## src/rtl/sdram_cmd_scheduler_pkg.sv

```systemverilog
// Shared command codes, transaction owners and burst geometry for the SDRAM command scheduler.
package sdram_cmd_scheduler_pkg;

  localparam logic [1:0] CMD_NOP   = 2'b00;
  localparam logic [1:0] CMD_WR256 = 2'b01;
  localparam logic [1:0] CMD_RD32  = 2'b10;
  localparam logic [1:0] CMD_RD256 = 2'b11;

  localparam int VID_BEATS   = 16;
  localparam int CACHE_BEATS = 128;

  localparam logic [7:0] VID_PREFIX = 8'b1000_0000;

  typedef enum logic [1:0] {OWN_VID, OWN_WR, OWN_RD} owner_e;
  typedef enum logic [1:0] {ST_IDLE, ST_REQ, ST_XFER} state_e;

  function automatic logic [1:0] owner_cmd(input owner_e o);
    case (o)
      OWN_VID: return CMD_RD32;
      OWN_WR:  return CMD_WR256;
      default: return CMD_RD256;
    endcase
  endfunction

  // Index of the final beat; 128 beats end at 127, which still fits the 7-bit counter.
  function automatic logic [6:0] last_beat_idx(input owner_e o);
    if (o == OWN_VID) return 7'(VID_BEATS - 1);
    return 7'(CACHE_BEATS - 1);
  endfunction

endpackage

```

## src/rtl/sdram_beat_counter.sv

```systemverilog
// Counts data beats of the active burst and packs 16-bit video beats into 32-bit queue writes.
module sdram_beat_counter
  import sdram_cmd_scheduler_pkg::*;
(
  input  logic        clk,
  input  logic        rst,
  input  logic        clear,
  input  logic        active,
  input  logic        pack_en,
  input  logic        beat,
  input  logic [6:0]  last_idx,
  input  logic [15:0] din,
  output logic        last_beat,
  output logic        vq_we,
  output logic [31:0] vq_din
);

  logic [6:0]  cnt_q, cnt_d;
  logic        phase_q, phase_d;
  logic [15:0] low_q, low_d;
  logic        vq_we_q, vq_we_d;
  logic [31:0] vq_din_q, vq_din_d;

  always_comb begin
    cnt_d     = cnt_q;
    phase_d   = phase_q;
    low_d     = low_q;
    vq_we_d   = 1'b0;
    vq_din_d  = vq_din_q;
    last_beat = active && beat && (cnt_q == last_idx);
    if (clear) begin
      cnt_d   = '0;
      phase_d = 1'b0;
    end else if (active && beat) begin
      cnt_d = cnt_q + 7'd1;
      if (pack_en) begin
        phase_d = ~phase_q;
        if (!phase_q) begin
          low_d = din;
        end else begin
          vq_we_d  = 1'b1;
          vq_din_d = {din, low_q};
        end
      end
    end
  end

  always_ff @(posedge clk) begin
    if (rst) begin
      cnt_q    <= '0;
      phase_q  <= 1'b0;
      low_q    <= '0;
      vq_we_q  <= 1'b0;
      vq_din_q <= '0;
    end else begin
      cnt_q    <= cnt_d;
      phase_q  <= phase_d;
      low_q    <= low_d;
      vq_we_q  <= vq_we_d;
      vq_din_q <= vq_din_d;
    end
  end

  assign vq_we  = vq_we_q;
  assign vq_din = vq_din_q;

endmodule

```

## src/rtl/sdram_cmd_scheduler.sv

```systemverilog
// Arbitrates video refills against cache line traffic, issues one SDRAM command at a time
// and tracks the burst until its last beat; cache requests are forced through after STARVE_MAX video grants.
module sdram_cmd_scheduler
  import sdram_cmd_scheduler_pkg::*;
#(
  parameter int VID_WORDS  = 1200,
  parameter int STARVE_MAX = 4
) (
  input  logic        clk,
  input  logic        rst,
  input  logic        vid_low,
  input  logic        cache_wr_req,
  input  logic        cache_rd_req,
  input  logic [16:0] cache_waddr,
  input  logic [16:0] cache_raddr,
  output logic [1:0]  sys_cmd,
  output logic [22:0] sys_addr,
  input  logic [1:0]  sys_cmd_ack,
  input  logic        sys_rd_data_valid,
  input  logic        sys_wr_data_valid,
  input  logic [15:0] sys_dout,
  output logic        vq_we,
  output logic [31:0] vq_din,
  output logic        cache_fill,
  output logic        cache_drain,
  output logic        busy,
  output logic        frame_wrap
);

  localparam int              SW         = $clog2(STARVE_MAX + 1);
  localparam logic [SW-1:0]   STARVE_LIM = SW'(STARVE_MAX);
  localparam logic [11:0]     VID_LAST   = 12'(VID_WORDS - 1);

  state_e        state_q, state_d;
  owner_e        owner_q, owner_d;
  logic [1:0]    cmd_q, cmd_d;
  logic [22:0]   addr_q, addr_d;
  logic [11:0]   vidadr_q, vidadr_d;
  logic [SW-1:0] starve_q, starve_d;

  logic   cache_pend, ack_hit, xfer, beat, last_beat;
  owner_e grant_owner;

  assign cache_pend = cache_wr_req | cache_rd_req;
  assign ack_hit    = (state_q == ST_REQ) && (sys_cmd_ack == cmd_q);
  assign xfer       = (state_q == ST_XFER);
  assign beat       = (owner_q == OWN_WR) ? sys_wr_data_valid : sys_rd_data_valid;

  // Cache wins outright when video is not asking, or when video has starved it long enough.
  always_comb begin
    grant_owner = OWN_VID;
    if (cache_pend && (!vid_low || starve_q == STARVE_LIM)) begin
      grant_owner = cache_wr_req ? OWN_WR : OWN_RD;
    end
  end

  always_comb begin
    state_d    = state_q;
    owner_d    = owner_q;
    cmd_d      = cmd_q;
    addr_d     = addr_q;
    vidadr_d   = vidadr_q;
    starve_d   = starve_q;
    frame_wrap = 1'b0;
    case (state_q)
      ST_IDLE: begin
        if (vid_low || cache_pend) begin
          owner_d = grant_owner;
          cmd_d   = owner_cmd(grant_owner);
          state_d = ST_REQ;
          case (grant_owner)
            OWN_VID: begin
              addr_d = {VID_PREFIX, vidadr_q, 3'b000};
              if (cache_pend && starve_q != STARVE_LIM) starve_d = starve_q + 1'b1;
            end
            OWN_WR: begin
              addr_d   = {cache_waddr, 6'b0};
              starve_d = '0;
            end
            default: begin
              addr_d   = {cache_raddr, 6'b0};
              starve_d = '0;
            end
          endcase
        end
      end
      ST_REQ: begin
        if (ack_hit) begin
          cmd_d   = CMD_NOP;
          state_d = ST_XFER;
          if (owner_q == OWN_VID) begin
            if (vidadr_q == VID_LAST) begin
              vidadr_d   = '0;
              frame_wrap = !rst;
            end else begin
              vidadr_d = vidadr_q + 12'd1;
            end
          end
        end
      end
      ST_XFER: begin
        if (last_beat) state_d = ST_IDLE;
      end
      default: state_d = ST_IDLE;
    endcase
  end

  always_ff @(posedge clk) begin
    if (rst) begin
      state_q  <= ST_IDLE;
      owner_q  <= OWN_VID;
      cmd_q    <= CMD_NOP;
      addr_q   <= '0;
      vidadr_q <= '0;
      starve_q <= '0;
    end else begin
      state_q  <= state_d;
      owner_q  <= owner_d;
      cmd_q    <= cmd_d;
      addr_q   <= addr_d;
      vidadr_q <= vidadr_d;
      starve_q <= starve_d;
    end
  end

  sdram_beat_counter u_beat (
    .clk       (clk),
    .rst       (rst),
    .clear     (ack_hit),
    .active    (xfer),
    .pack_en   (owner_q == OWN_VID),
    .beat      (beat),
    .last_idx  (last_beat_idx(owner_q)),
    .din       (sys_dout),
    .last_beat (last_beat),
    .vq_we     (vq_we),
    .vq_din    (vq_din)
  );

  assign sys_cmd     = cmd_q;
  assign sys_addr    = addr_q;
  assign busy        = (state_q != ST_IDLE);
  assign cache_fill  = !rst && xfer && (owner_q == OWN_RD) && sys_rd_data_valid;
  assign cache_drain = !rst && xfer && (owner_q == OWN_WR) && sys_wr_data_valid;

endmodule

```

## config.mk

```make
export PLATFORM = sky130hd
export DESIGN_NAME = sdram_cmd_scheduler
export DESIGN_NICKNAME = d
export VERILOG_FILES = /design/src/rtl/sdram_cmd_scheduler_pkg.sv /design/src/rtl/sdram_beat_counter.sv /design/src/rtl/sdram_cmd_scheduler.sv
export SDC_FILE = /design/constraint.sdc
export NUM_CORES = 1
export LEC_CHECK = 0
export ABC_AREA = 1
export CAP_MARGIN = 20
export CELL_PAD_IN_SITES_DETAIL_PLACEMENT = 1
export CELL_PAD_IN_SITES_GLOBAL_PLACEMENT = 2
export CORE_MARGIN = 10
export CORE_UTILIZATION = 28
export CTS_CLUSTER_SIZE = 14
export DETAILED_ROUTE_END_ITERATION = 6
export MAX_ROUTING_LAYER = met4
export PLACE_DENSITY_LB_ADDON = 0.1
export SLEW_MARGIN = 40
export SYNTH_ARGS = -nofsm -noshare
export SYNTH_HDL_FRONTEND = slang
export SYNTH_SLANG_ARGS = --single-unit
```

## constraint.sdc

```tcl
create_clock -name clk -period 3.7 [get_ports clk]
set_input_delay 1.11 -clock clk [delete_from_list [all_inputs] [get_ports clk]]
set_output_delay 1.11 -clock clk [all_outputs]
set_load 0.02 [all_outputs]
```

==> implementation parameters <==
Parameter                              Value

Clock tree
  Post-cts hold buffer count ... 0
  TritonCTS clock tree ... yes
  Clock transition at the registers of the reported paths ... 70 ps
  CTS Buf Count ... 9
  TritonCTS sink count ... between 90 and 100
  Maximum clock insertion buffer count ... 2
  Skew-Pair Late Insertion Delay ... ~350 ps
  Buffer type at the clock tree root ... sky130_fd_sc_hd__clkbuf_16
  Max H-tree Level ... 3

Timing
  Max-Slew Margin vs Limit ... 0.4920
  Shortest clock period the worst path allows after layout ... 3536 ps
  Setup repair after global routing missed its margin ... false
  Number of max-slew violations in the final report ... 0
  Final count of hold timing violations ... 0
  Max Fclk ... 282.8 MHz
  Endpoints failing setup ... 0
  Crit share post-route ... 0.9556
  Clock skew after layout ... 7.865 ps
  Least-Margin Pin Slew ... 761.2 ps
  Final worst hold slack ... 459.6 ps

Logic synthesis
  Combined area of all synthesized cells ... 0.004469 mm²
  Number of unique standard cell types used by synthesis ... 34
  Adder and majority gate portion of the synthesized area ... 0.01120
  Proportion of synthesized area in mux cells ... 0
  Combinational family with the most area after synthesis ... simple AND/OR/NAND/NOR gates
  Share of Yosys cell area claimed by the top area cell type ... 0.4390
  Compound-cell area share of the yosys netlist ... 0.1257
  Simple-gate share of the synthesized area ... 0.3197
  Post-synth top area cell ... sky130_fd_sc_hd__dfxtp_1
  Post-synthesis sequential element count ... 98
  Avg Synthesized Cell Area ... roughly 7.1 µm²
  Instance count of the mapped netlist ... around 630
  Leading post-synthesis cells by cell area ... sky130_fd_sc_hd__dfxtp_1 (44%), sky130_fd_sc_hd__nand2_1 (14%), sky130_fd_sc_hd__a21oi_1 (7.8%), sky130_fd_sc_hd__nand3_1 (7.8%), sky130_fd_sc_hd__nor2_1 (4.8%)
  Number of warnings reported in the yosys synthesis log ... 0
  Share of the yosys chip area belonging to registers ... 0.4390
  Synth Area in XOR/XNOR ... 0.01176

Global route
  Number of antenna violations at the first check in global routing ... 0
  Overall global routing resource usage ... 0.1500
  First-pass GRT wire length ... between 20 and 30 mm
  Overflow after GRT ... 0
  Vias in the first global route ... 4864
  Maximum number of pins on one net before global-route repair ... 47

Power and ir drop
  Sw Pwr ... 0.6775 mW
  Sw Ratio ... 0.2742
  Relative contribution of sequential cells to total power ... 0.450
  Cell area power density ... 404.4 mW/mm²
  Internal portion of total power ... 1.793 mW
  VDD IR max ... around 0.2 mV
  Combinational power share ... 0.146
  Leakage power total ... 2.291 nW
  Clock network fraction of design power ... 0.404

Finish
  Diode count ... 0
  Share of post-route cells with drive strength above 1 ... 0.06873
  Final #Nets ... 800
  Post-layout instance count excluding filler cells ... about 960
  P&R area growth vs syn ... 36.70%

Route
  DR pass1 iterations ... 6
  DRC ... 0
  Wire length reported by the detailed router ... 15.46 mm
  Total vias in the final route ... roughly 4500
  DR WL/cell ... 16.14 µm
  Number of vias per cell ... 4.710
  Count of nets left with antenna violations after detail routing ... 0
  First DRT Iteration DRCs ... 201

Die
  Die span in y ... between 100 and 150 µm
  Area inside the core boundary ... 0.01577 mm²
  Die area ... 0.02142 mm²
  Die X ... 146.3 µm
  I/O pin total ... 121
  Standard-cell row count ... 46
  Effective utilization at floorplan ... 0.2834

Worst setup path
  Category of the critical setup timing path ... input port to primary output
  Crit path capture type ... primary output
  Type of element launching the critical path ... input port
  Highest net fanout along the worst path ... 2
  Data arrival time of the critical path ... 2430 ps
  Data required time of the critical path ... 2590 ps

Place
  Count of placed standard cells including taps ... around 940
  RD Place Congestion ... 0.7837
  Number of buffers inserted by port buffering ... roughly 120
  HPWL after DPL ... 11.44 mm

Worst hold path
  Worst hold path type ... register to register

Outcome
  Result of the run ... complete, no violations

Run
  Max Cap Violations ... 0
-- power groups by stage --
stage | registers (mW) | logic [mW] | clock network (mW)
floorplan | 1.16 | 0.156 | 0
global placement | 1.13 | 0.358 | 0
detailed placement | 1.14 | 0.364 | 0
CTS | 1.11 | 0.367 | 1.03
global route | 1.12 | 0.400 | 1.08
finish | 1.11 | 0.362 | 0.997
-- critical path: stages --
cell                              delay [ps]
sky130_fd_sc_hd__clkdlybuf4s50_1         470
sky130_fd_sc_hd__nand3_1                 110
sky130_fd_sc_hd__nor2_1                  120
sky130_fd_sc_hd__clkdlybuf4s50_1         610
-- cells by family after synthesis --
logic type / count (synthesis)
adders and majority gates: 4
xor gates and xnor gates: 6
other: 1
AOI/OAI and AO/OA: 105
DFF: 98
and+or+nand+nor: 329
buffers and inverters: 89
-- what timing repair did --
action | in CTS | in global routing
setup endpoints to repair | 1 | 2
setup buffers | 0 | 1
resized for setup | 3 | 4
pin swaps | 0 | 0
-- area by class of cell --
class	instances	area (µm²)
clock inverters	6	71.32
repair buffers	130	1261
multi-input cells	447	2112
inverters	51	193.9
fillers	1953	9661
flip-flops and latches	98	1962
clock buffers	10	239.0
well taps	216	270.3
-- cells in the mapped netlist --
| library cell | instances |
|---|---|
| sky130_fd_sc_hd__a21oi_1 | 70 |
| sky130_fd_sc_hd__a31oi_1 | 11 |
| sky130_fd_sc_hd__a211oi_1 | 1 |
| sky130_fd_sc_hd__nand2_4 | 2 |
| sky130_fd_sc_hd__xor2_1 | 4 |
| sky130_fd_sc_hd__buf_6 | 3 |
| sky130_fd_sc_hd__o21ai_0 | 16 |
| sky130_fd_sc_hd__buf_2 | 14 |
| sky130_fd_sc_hd__o32ai_1 | 1 |
| sky130_fd_sc_hd__nand2_2 | 3 |
| sky130_fd_sc_hd__a21oi_2 | 1 |
| sky130_fd_sc_hd__nor3_1 | 3 |
| sky130_fd_sc_hd__nand3_4 | 1 |
| sky130_fd_sc_hd__inv_2 | 3 |
| sky130_fd_sc_hd__nand3b_1 | 3 |
| sky130_fd_sc_hd__buf_4 | 9 |
| sky130_fd_sc_hd__a41oi_1 | 2 |
| sky130_fd_sc_hd__nand4_1 | 8 |
| sky130_fd_sc_hd__clkbuf_1 | 12 |
| sky130_fd_sc_hd__o21ai_1 | 1 |
| sky130_fd_sc_hd__conb_1 | 1 |
| sky130_fd_sc_hd__ha_1 | 4 |
| sky130_fd_sc_hd__nor2_1 | 57 |
| sky130_fd_sc_hd__o21ai_2 | 1 |
| sky130_fd_sc_hd__nor2_4 | 2 |
| sky130_fd_sc_hd__nand3_1 | 70 |
| sky130_fd_sc_hd__nor2_2 | 4 |
| sky130_fd_sc_hd__inv_4 | 1 |
| sky130_fd_sc_hd__nand2_1 | 172 |
| sky130_fd_sc_hd__nor4_1 | 4 |
| sky130_fd_sc_hd__dfxtp_1 | 98 |
| sky130_fd_sc_hd__inv_1 | 47 |
| sky130_fd_sc_hd__o22ai_1 | 1 |
| sky130_fd_sc_hd__xnor2_1 | 2 |
-- layer usage --
layer | share of wire | vias up | GRT usage
met3 | 0.052 | 14 | 0.04203
met5 | 0 | - | -
met4 | 0.014 | 0 | 0.04905
li1 | - | 2266 | -
met2 | 0.47 | 83 | 0.2407
met1 | 0.47 | 2149 | 0.1781
-- cell usage in the layout (no fill, tap or decap), types with 2 or more instances in the layout --
cell type	synthesis	routed
sky130_fd_sc_hd__nand3_1	70	70
sky130_fd_sc_hd__nand2_1	172	171
sky130_fd_sc_hd__clkbuf_16	0	9
sky130_fd_sc_hd__inv_1	47	47
sky130_fd_sc_hd__nor4_1	4	4
sky130_fd_sc_hd__nand4_1	8	8
sky130_fd_sc_hd__nand2_4	2	2
sky130_fd_sc_hd__dfxtp_1	98	98
sky130_fd_sc_hd__nor2_1	57	57
sky130_fd_sc_hd__xnor2_1	2	2
sky130_fd_sc_hd__nor2_2	4	4
sky130_fd_sc_hd__nor2_4	2	2
sky130_fd_sc_hd__clkdlybuf4s50_1	0	114
sky130_fd_sc_hd__inv_6	0	2
sky130_fd_sc_hd__nor3_1	3	2
sky130_fd_sc_hd__ha_1	4	4
sky130_fd_sc_hd__a31oi_1	11	11
sky130_fd_sc_hd__buf_4	9	13
sky130_fd_sc_hd__a21oi_1	70	70
sky130_fd_sc_hd__xor2_1	4	4
sky130_fd_sc_hd__o21ai_0	16	16
sky130_fd_sc_hd__buf_2	14	2
sky130_fd_sc_hd__conb_1	1	3
sky130_fd_sc_hd__a41oi_1	2	2
sky130_fd_sc_hd__nand3b_1	3	3
sky130_fd_sc_hd__nand2_2	3	4
sky130_fd_sc_hd__inv_2	3	3
-- sequential cells by signal, summed over array words and instances (netlist names) --
name / flops
state_q: 2
sys_cmd: 2
starve_q: 3
vidadr_q: 12
u_beat.cnt_q: 7
sys_addr: 20
u_beat.vq_din: 32
owner_q: 2
u_beat.low_q: 16
u_beat.vq_we: 1
u_beat.phase_q: 1
-- metrics by stage --
stage	setup WS [ps]	total power, mW	TNS, ps	util	area [µm²]
finish	164.3	2.470	0	0.3874	6110
global route	88.00	2.601	0	0.3874	6110
CTS	4.386	2.511	0	0.3867	6098
detailed placement	-295.9	1.500	-295.9	0.3669	5787
global placement	-259.7	1.493	-259.7	0.3669	5787
floorplan	291.3	1.318	0	-	4477
-- final timing paths --
check | slack (ps) | cells past startpoint | from | end
max | 160 | 4 | sys_wr_data_valid | cache_drain
min | 460 | 2 | u_beat.vq_din[3] | u_beat.vq_din[3]
max reg2reg | 1620 | 9 | starve_q[0] | sys_addr[22]
min reg2reg | 460 | 2 | u_beat.vq_din[3] | u_beat.vq_din[3]
(Power assumes the default switching activity.)
